===== src/rtl/mult3_pkg.sv =====
`default_nettype none
// ============================================================================
//  Package     : mult3_pkg
//  Description : Shared widths, latency, tag type and FSM encoding for the
//                3-bit multiplier scheduler slice.
//  Revision    : 1.0 - initial release
// ============================================================================
package mult3_pkg;

  localparam int MULT3_W       = 3;  // operand width
  localparam int MULT3_PW      = 6;  // product width (7*7=49 fits)
  localparam int MULT3_LAT     = 2;  // input FF + output FF
  localparam int MULT3_IDW_MAX = 3;  // enough id bits for up to 8 requesters

  // Scheduler FSM encoding
  localparam logic [1:0] ST_RUN     = 2'd0;
  localparam logic [1:0] ST_DRAIN   = 2'd1;
  localparam logic [1:0] ST_DRAINED = 2'd2;

  // One in-flight operation: valid flag plus issuing requester id
  typedef struct packed {
    logic                     vld;
    logic [MULT3_IDW_MAX-1:0] id;
  } tag_t;

  // Modulo-n increment used for the round-robin pointer
  function automatic int wrap_inc(input int v, input int n);
    return (v >= n - 1) ? 0 : v + 1;
  endfunction

endpackage
`default_nettype wire


===== src/rtl/mult3_rr_scheduler_rr_arbiter.sv =====
`default_nettype none
// ============================================================================
//  Module      : rr_arbiter
//  Description : Combinational round-robin arbiter. Grants the first active
//                request at or after ptr, searching modulo NUM_REQ.
//  Revision    : 1.0 - initial release
// ============================================================================
module rr_arbiter #(
  parameter  int NUM_REQ = 4,
  localparam int IDW     = (NUM_REQ > 1) ? $clog2(NUM_REQ) : 1
) (
  input  logic [NUM_REQ-1:0] req,
  input  logic [IDW-1:0]     ptr,
  output logic [NUM_REQ-1:0] gnt,
  output logic [IDW-1:0]     gnt_id,
  output logic               any
);

  // Requests duplicated so a rotation by ptr is a plain part-select
  logic [2*NUM_REQ-2:0] req_dbl;
  logic [NUM_REQ-1:0]   req_rot;
  logic [IDW:0]         off;
  logic [IDW:0]         sum;
  logic                 unused_sum_msb;

  // Rotate, find the lowest active offset, translate back to an absolute id
  always_comb begin
    req_dbl = {req[NUM_REQ-2:0], req};
    req_rot = req_dbl[{1'b0, ptr} +: NUM_REQ];
    off     = '0;
    any     = 1'b0;
    for (int k = NUM_REQ - 1; k >= 0; k--) begin
      if (req_rot[k]) begin
        off = (IDW+1)'(k);
        any = 1'b1;
      end
    end
    sum = {1'b0, ptr} + off;
    if (sum >= (IDW+1)'(NUM_REQ)) begin
      sum = sum - (IDW+1)'(NUM_REQ);
    end
    gnt_id = sum[IDW-1:0];
    gnt    = '0;
    for (int i = 0; i < NUM_REQ; i++) begin
      gnt[i] = any && (gnt_id == IDW'(i));
    end
  end

  // After the modulo correction the top bit is always zero
  assign unused_sum_msb = sum[IDW];

endmodule
`default_nettype wire


===== src/rtl/mult3_rr_scheduler.sv =====
`default_nettype none
// ============================================================================
//  Module      : mult3_rr_scheduler
//  Description : Shares one pipelined 3-bit multiplier between NUM_REQ
//                requesters. Round-robin issue, tag pipe returning the
//                requester id with each product, and a drain FSM that
//                quiesces the multiplier on request.
//  Revision    : 1.0 - initial release
// ============================================================================
module mult3_rr_scheduler
  import mult3_pkg::*;
#(
  parameter int NUM_REQ  = 4,
  parameter int MULT_LAT = MULT3_LAT,
  parameter int IDW      = $clog2(NUM_REQ)
) (
  input  logic                   CLK1,
  input  logic                   RST1,
  input  logic [NUM_REQ-1:0]     req_valid,
  input  logic [3*NUM_REQ-1:0]   req_a,
  input  logic [3*NUM_REQ-1:0]   req_b,
  output logic [NUM_REQ-1:0]     req_ready,
  output logic [MULT3_W-1:0]     mul_a,
  output logic [MULT3_W-1:0]     mul_b,
  input  logic [MULT3_PW-1:0]    mul_p,
  output logic                   rsp_valid,
  output logic [IDW-1:0]         rsp_id,
  output logic [MULT3_PW-1:0]    rsp_p,
  input  logic                   drain_req,
  output logic                   drained,
  output logic [1:0]             inflight
);

  logic [NUM_REQ-1:0] arb_gnt;
  logic [IDW-1:0]     arb_gnt_id;
  logic               arb_any;
  logic               grant_en;
  logic               xfer;

  logic [IDW-1:0]     ptr_q, ptr_d;
  logic [1:0]         state_q, state_d;
  tag_t               tag_q [MULT_LAT];
  tag_t               tag_d [MULT_LAT];
  logic [1:0]         inflight_cnt;
  logic               unused_last_id;

  rr_arbiter #(
    .NUM_REQ (NUM_REQ)
  ) u_arb (
    .req    (req_valid),
    .ptr    (ptr_q),
    .gnt    (arb_gnt),
    .gnt_id (arb_gnt_id),
    .any    (arb_any)
  );

  // Grant gating and operand mux; reset also masks grants so nothing leaks
  // out while the pipeline is being cleared
  always_comb begin
    grant_en  = (state_q == ST_RUN) && !drain_req && !RST1;
    xfer      = arb_any && grant_en;
    req_ready = grant_en ? arb_gnt : '0;
    mul_a     = '0;
    mul_b     = '0;
    for (int i = 0; i < NUM_REQ; i++) begin
      if (req_ready[i]) begin
        mul_a = req_a[3*i +: 3];
        mul_b = req_b[3*i +: 3];
      end
    end
  end

  // Pointer moves past the winner only when an operation is actually taken
  always_comb begin
    ptr_d = ptr_q;
    if (xfer) begin
      ptr_d = IDW'(wrap_inc(int'(arb_gnt_id), NUM_REQ));
    end
  end

  // Tag pipe mirrors the multiplier latency; shifts every cycle, never stalls
  always_comb begin
    tag_d[0].vld = xfer;
    tag_d[0].id  = MULT3_IDW_MAX'(arb_gnt_id);
    for (int s = 1; s < MULT_LAT; s++) begin
      tag_d[s] = tag_q[s-1];
    end
  end

  // Operations in flight = number of valid tags in the pipe
  always_comb begin
    inflight_cnt = '0;
    for (int s = 0; s < MULT_LAT; s++) begin
      inflight_cnt = inflight_cnt + {1'b0, tag_q[s].vld};
    end
  end

  // Drain FSM: stop issuing, wait for the pipe to empty, hold until released
  always_comb begin
    state_d = state_q;
    case (state_q)
      ST_RUN: begin
        if (drain_req) state_d = ST_DRAIN;
      end
      ST_DRAIN: begin
        if (!drain_req)             state_d = ST_RUN;
        else if (inflight_cnt == 0) state_d = ST_DRAINED;
      end
      ST_DRAINED: begin
        if (!drain_req) state_d = ST_RUN;
      end
      default: state_d = ST_RUN;
    endcase
  end

  // State registers; async reset discards any tags still in flight
  always_ff @(posedge CLK1 or posedge RST1) begin
    if (RST1) begin
      ptr_q   <= '0;
      state_q <= ST_RUN;
      for (int s = 0; s < MULT_LAT; s++) begin
        tag_q[s] <= '0;
      end
    end else begin
      ptr_q   <= ptr_d;
      state_q <= state_d;
      for (int s = 0; s < MULT_LAT; s++) begin
        tag_q[s] <= tag_d[s];
      end
    end
  end

  assign rsp_valid      = tag_q[MULT_LAT-1].vld;
  assign rsp_id         = tag_q[MULT_LAT-1].id[IDW-1:0];
  assign rsp_p          = mul_p;
  assign drained        = (state_q == ST_DRAINED);
  assign inflight       = inflight_cnt;
  // Upper id bits are only present to size the shared tag type
  assign unused_last_id = ^tag_q[MULT_LAT-1].id;

endmodule
`default_nettype wire


===== config.mk =====
export PLATFORM = sky130hd
export DESIGN_NAME = mult3_rr_scheduler
export DESIGN_NICKNAME = d
export VERILOG_FILES = /design/src/rtl/mult3_pkg.sv /design/src/rtl/mult3_rr_scheduler_rr_arbiter.sv /design/src/rtl/mult3_rr_scheduler.sv
export SDC_FILE = /design/constraint.sdc
export NUM_CORES = 1
export LEC_CHECK = 0
export CAP_MARGIN = 10
export CORE_MARGIN = 2
export CORE_UTILIZATION = 54
export DETAILED_ROUTE_END_ITERATION = 10
export DONT_BUFFER_PORTS = 1
export GPL_ROUTABILITY_DRIVEN = 0
export GPL_TIMING_DRIVEN = 0
export PLACE_DENSITY = 0.69
export SYNTH_ARGS = -nofsm -noshare
export SYNTH_HDL_FRONTEND = slang
export SYNTH_SLANG_ARGS = --single-unit

===== constraint.sdc =====
create_clock -name CLK1 -period 5 [get_ports CLK1]
set_input_delay 0.75 -clock CLK1 [delete_from_list [all_inputs] [get_ports CLK1]]
set_output_delay 0.75 -clock CLK1 [all_outputs]
set_load 0.05 [all_outputs]

==> out/metrics.yaml, run 1 <==
place_hpwl_mm: 1.371
area_growth_pct: 7.345
post_cts_buffers: 0
diodes: 0
clockRootBuffer: "clkbuf_4"
ys_types: 34
syn_inst: 107
slew_headroom: 0.3147
fin_crit_ns: 4.626
dr.pass1.iters: 4
via_per_inst: 5.632
cts_buffer_depth: 2
grt_pass1_vias: 684
place_inst: 132
ys_warn_count: 0
tightest_slew_ns: 1.031
die_h_um: 46.41
die_x_um: 46.41
antenna_found_initial: 0
postSynth.asyncResetShare: 1.000
max_freq_mhz: 216.2
drtIter0Drc: 15
wirelength_mm: 1.764
path_class: "in2out"
clock_skew_ns: 0.0004384
dieArea_um2: 2153
finalMaxSlewViolations: 0
grtUsageTotal: 0.1847
clk_pin_slew_ns: 0.07
drtAntennaViolNets: 0
cp-endpoint: "mul_a[2]"
hold_viol: 0
drcViolationCount: 0
core.rowCount: 15
worstReg2RegEnd: "ptr_q[0]"
worstPathArrival_ns: 3.88
r2r_slack_ns: 2.60
cp-start-kind: "input port"
end_kind: "output port"
cts_buffers: 3
syn_area_per_cell_um2: 9.074
outcome: "complete, no violations"
ys_seq_area_frac: 0.2577
cap_violations: 0
nFillCells: 142
port_buffers: 0
r2r_start: "ptr_q[0]"
io_pins: 59
rsz0062_at_grt: "false"
start_util: 0.5685
worstSkewPairLatency_ns: 0.26
nets: 156
wire_per_inst_um: 12.97
ys_ff_latch: 10
num_vias: 766
tns_ns: 0
cp_max_fo: 8
design.core.area_um2: 1708
cts_tree: "built"
required_ns: 4.25
grt_max_degree: 11
hold_class: "in2async"
post-route-util: 0.6103
finalCritPeriodShare: 0.9251
synth_enable_flop_cells: 0
drive_above_1_share: 0.1892
p_leak_nw: 0.4935
setup_viol_count_final: 0
vdd_drop_max_uv: 484.6
ys.flop_type: "dfrtp_1"
worstRegToRegCells: 11
synth_nets: 151
h-tree-depth: 1
gr-total-overflow: 0
grt_pass1_wl_mm: 2.870
fin_cells: 136
power_density_nw_per_um2: 764.6
synth_area_um2: 970.9
startpoint: "req_valid[0]"
cts.sinks: 10
cells by family after synthesis:
family / Yosys count / share of synthesized area
AND/OR/NAND/NOR: 32 / 0.1933
adder cells (fa/ha/maj): 7 / 0.09020
XOR/XNOR: 3 / 0.02707
flip-flops: 10 / 0.2577
AO/OA/AOI/OAI: 28 / 0.2474
buffers and inverters: 25 / 0.1636
multiplexers: 2 / 0.02062
worst max-delay path: stages:
cell and delay (ns):
buf_6 0.12, nor2_1 0.12, o21ai_0 0.09, o221ai_1 0.19, ha_1 0.20, xor2_1 0.26
xnor2_1 0.15, ha_1 0.19, clkbuf_1 0.18, nor2b_1 0.40, a221oi_1 0.14, a211o_1 0.29
a21oi_1 0.79
per-layer routing:
layer,vias up,GRT usage,share of wire
li1,373,-,-
met1,346,0.2452,0.42
met2,45,0.2944,0.49
met3,2,0.03529,0.073
met4,0,0.06857,0.0091
met5,-,0,0
metrics by stage:
step                      worst slack, ns  hold WS (ns)  total power [mW]  instance area (um^2)
after floorplan                    0.7186        0.3312            0.6429                 970.9
after global placement             0.4510        0.3332            0.7061                  1002
after detailed placement           0.4273        0.3364            0.7171                  1002
after CTS                          0.4082        0.3496            0.7923                  1039
after global routing             0.001521        0.3482            0.8816                  1042
final                              0.3744        0.3375            0.7970                  1042
cells in the final DEF (no fill, tap or decap), types with 3 or more instances in the layout:
master / instances
nor2_1: 3
buf_4: 6
clkbuf_4: 3
inv_1: 11
a221oi_1: 6
clkbuf_1: 3
dfrtp_1: 10
a211o_1: 6
a21oi_1: 5
and2_1: 4
o21ai_1: 3
nand2_1: 13
ha_1: 7
worst min-delay path by stage:
stage,from,slack [ns],depth (start not counted),to
floorplan,tag_d[0],0.33,0,rsp_id[0]
global placement,tag_d[0],0.33,0,rsp_id[0]
detailed placement,tag_d[0],0.34,0,rsp_id[0]
CTS,RST1,0.35,1,rsp_id[1]
global route,RST1,0.35,1,state_q[0]
finish,RST1,0.34,1,rsp_id[1]
cell usage after synthesis, types with 3 or more instances:
| cell type | count | area share |
|---|---|---|
| ha_1 | 7 | 0.090 |
| o21ai_1 | 3 | 0.015 |
| a221oi_1 | 6 | 0.054 |
| dfrtp_1 | 10 | 0.26 |
| a211o_1 | 6 | 0.054 |
| nand2_1 | 13 | 0.050 |
| nor2_1 | 3 | 0.012 |
| buf_4 | 6 | 0.046 |
| inv_1 | 11 | 0.043 |
| clkbuf_1 | 3 | 0.012 |
| a21oi_1 | 6 | 0.031 |
| and2_1 | 4 | 0.026 |
power by group:
| group | internal, mW | switching (mW) |
|---|---|---|
| clock network | 0.0442 | 0.0284 |
| logic | 0.217 | 0.347 |
| registers | 0.109 | 0.0514 |
layout make-up:
| class | count | area (um^2) | area share |
|---|---|---|---|
| well taps | 25 | 31.28 | 0.03001 |
| flip-flops and latches | 10 | 250.2 | 0.2401 |
| multi-input cells | 72 | 565.5 | 0.5426 |
| inverters | 12 | 45.04 | 0.04322 |
| plain buffers | 13 | 113.9 | 0.1092 |
| clock buffers | 4 | 36.28 | 0.03481 |
repair_timing:
| action | in CTS | in global routing |
|---|---|---|
| resized for setup | 0 | 1 |
| endpoints found under the setup margin | 0 | 1 |
| hold buffers | 0 | 0 |
| endpoints found under the hold margin | 0 | 0 |
state kept, by name, indices dropped and copies added, names as in the netlist:
| name | flops |
|---|---|
| ptr_q | 2 |
| rsp_id | 2 |
| rsp_valid | 1 |
| state_q | 2 |
| tag_d | 3 |
(Power assumes the default switching activity.)
==> run 2: changes to the inputs <==
PLACE_DENSITY = 0.75   (was 0.69)
==> run 2 against run 1 <==
Setup slack better by 0.0058 ns; clock skew is 0.0012 ns higher; non-clock buffer count stayed put; via count is 1.3% lower; flip-flop and latch count stayed put; first-iteration DRC count is 80% lower; wire length is 1.9% higher; highest routed layer unchanged; combinational power hardly changed; critical endpoint unchanged; maximum frequency is 0.13% higher.
==> out/metrics.yaml, run 2 (synthesized netlist as in run 1, its figures left out) <==
final_cell_mix: "nand2_1 (13), inv_1 (11), dfrtp_1 (10)"
hold_class: "in2async"
hold_viol: 0  # unchanged
worst_path_max_delay_cell: "a21oi_1"
regArea_um2: 250.2  # unchanged
tightest_slew_ns: 1.062  # +0.03061 ns
num_vias: 756  # -1.3%
cts_tree: "built"
start_util: 0.5685  # unchanged
die_x_um: 46.41  # unchanged
core.rowCount: 15  # unchanged
ctsResizeCount: 0  # unchanged
cap_violations: 0  # unchanged
end_kind: "output port"
dieArea_um2: 2153  # unchanged
port_buffers: 0  # unchanged
combPwrFrac: 0.708  # about the same
antenna_found_initial: 0  # unchanged
dr.pass1.iters: 4  # unchanged
grt_max_degree: 11  # unchanged
clock_power_share: 0.088  # -0.003
switching_power_uw: 424.1  # -0.61%
startpoint: "ptr_q[0]"
wire_per_inst_um: 13.22  # +1.9%
r2r_start: "ptr_q[0]"
clock_skew_ns: 0.001662  # +0.001224 ns
grt_pass1_vias: 674  # -1.5%
clk_pin_slew_ns: 0.06  # about the same
cp.depth: 14  # +1
crit_buf_inv: 2  # unchanged
clockRootBuffer: "clkbuf_4"
setup_viol_count_final: 0  # unchanged
grtUsageTotal: 0.1838  # -0.0009508
grt_pass1_wl_mm: 2.829  # -1.4%
cp_max_fo: 10  # +2
wirelength_mm: 1.798  # +1.9%
holdBufCountCts: 0  # unchanged
worstPathArrival_ns: 3.87  # about the same
switching_share: 0.5347  # -0.0006704
internal_power_uw: 369.0  # -0.34%
tns_ns: 0  # unchanged
finalCritPeriodShare: 0.9240  # -0.001160
drtAntennaViolNets: 0  # unchanged
rsz0062_at_grt: "false"
cp-start-kind: "flip-flop"
place_hpwl_mm: 1.469  # +7.1%
slew_headroom: 0.2943  # -0.02034
crit_family: "compound AO/OA/AOI/OAI gates"
p_leak_nw: 0.4936  # about the same
path_cells: "buf_8, nand2b_1, o221ai_1, o21ai_1, o221ai_1, ha_1, xor2_1, xnor2_1, ha_1, clkbuf_1, nor2b_1, a221oi_1, a211o_1, a21oi_1"
cts_buffer_depth: 2  # unchanged
path_class: "reg2out"
io_pins: 59  # unchanged
holdWs_ns: 0.3385  # +0.001037 ns
layout_commonest_cell: "nand2_1"
outcome: "complete, no violations"
drcViolationCount: 0  # unchanged
drive_above_1_share: 0.1802  # -0.009009
largest_reg_flops: 3  # unchanged
worstReg2RegEnd: "ptr_q[0]"
vdd_drop_max_uv: 594.6  # +23%
required_ns: 4.25  # about the same
cts.sinks: 10  # unchanged
post-route-util: 0.6081  # -0.002197
diodes: 0  # unchanged
max_freq_mhz: 216.5  # +0.13%
fin_crit_ns: 4.620  # -0.005798 ns
cts_buffers: 3  # unchanged
design.core.area_um2: 1708  # unchanged
finalMaxSlewViolations: 0  # unchanged
power_density_nw_per_um2: 763.7  # -0.12%
seq_power_share: 0.203  # +0.002
cp_slowest_stage_delay_ns: 0.81  # +0.02 ns
via_per_inst: 5.559  # -1.3%
worstSkewPairLatency_ns: 0.25  # about the same
multi_input_area_um2: 561.8  # -0.66%
h-tree-depth: 1  # unchanged
post_cts_buffers: 0  # unchanged
cp-endpoint: "mul_a[2]"
drtIter0Drc: 3  # -12
nFillCells: 140  # -1.4%
r2r_slack_ns: 2.60  # about the same
die_h_um: 46.41  # unchanged
nets: 156  # unchanged
worstRegToRegCells: 11  # unchanged
area_growth_pct: 6.959
gr-total-overflow: 0  # unchanged
-- run 2: cell count changes in the layout (fill, tap and decap cells not counted) --
cell | before | now
a21oi_2 | 1 | 0
a21oi_1 | 5 | 6
-- run 2: power by group through the flow --
stage	registers, mW	logic, mW	clock network [mW]
floorplan	0.158	0.485	0
global placement	0.161	0.544	0
detailed placement	0.164	0.564	0
CTS	0.162	0.568	0.0716
global route	0.166	0.626	0.0779
finish	0.161	0.562	0.0701
-- run 2: cell type report --
type | count | share of cell area
inverter | 12 | 0.04337
clock buffer | 4 | 0.03494
buffer | 13 | 0.1096
multi-input combinational | 72 | 0.5410
sequential | 10 | 0.2410
tap | 25 | 0.03012
-- run 2: routing by layer --
metal,GRT usage,part of all wire
met1,0.2399,0.42
met4,0.06857,0.011
met5,0,0
met3,0.02353,0.061
met2,0.3056,0.51
-- run 2: through the flow --
stage / instance area, um^2 / setup slack, ns / instances / power (mW)
final: 1039 / 0.3802 / 136 / 0.7931
after global routing: 1039 / 0.05484 / 136 / 0.8694
after CTS: 1039 / 0.3636 / 136 / 0.8016
after detailed placement: 1002 / 0.3936 / 132 / 0.7273
after global placement: 1002 / 0.4518 / 132 / 0.7049
after floorplan: 970.9 / 0.7186 / 107 / 0.6429
-- run 2: worst min-delay path by stage --
stage,startpoint,to,cells past startpoint
after floorplan,tag_d[0],rsp_id[0],0
after global placement,tag_d[1],rsp_id[1],0
after detailed placement,tag_d[1],rsp_id[1],0
after CTS,RST1,state_q[0],1
after global routing,RST1,state_q[0],1
final,RST1,state_q[0],1
==> run 3: changes to the inputs <==
SKIP_CTS_REPAIR_TIMING = 1   (was default)
==> results of run 3 <==
Same layout as run 2: the final DEF is identical, and so are final timing and power.
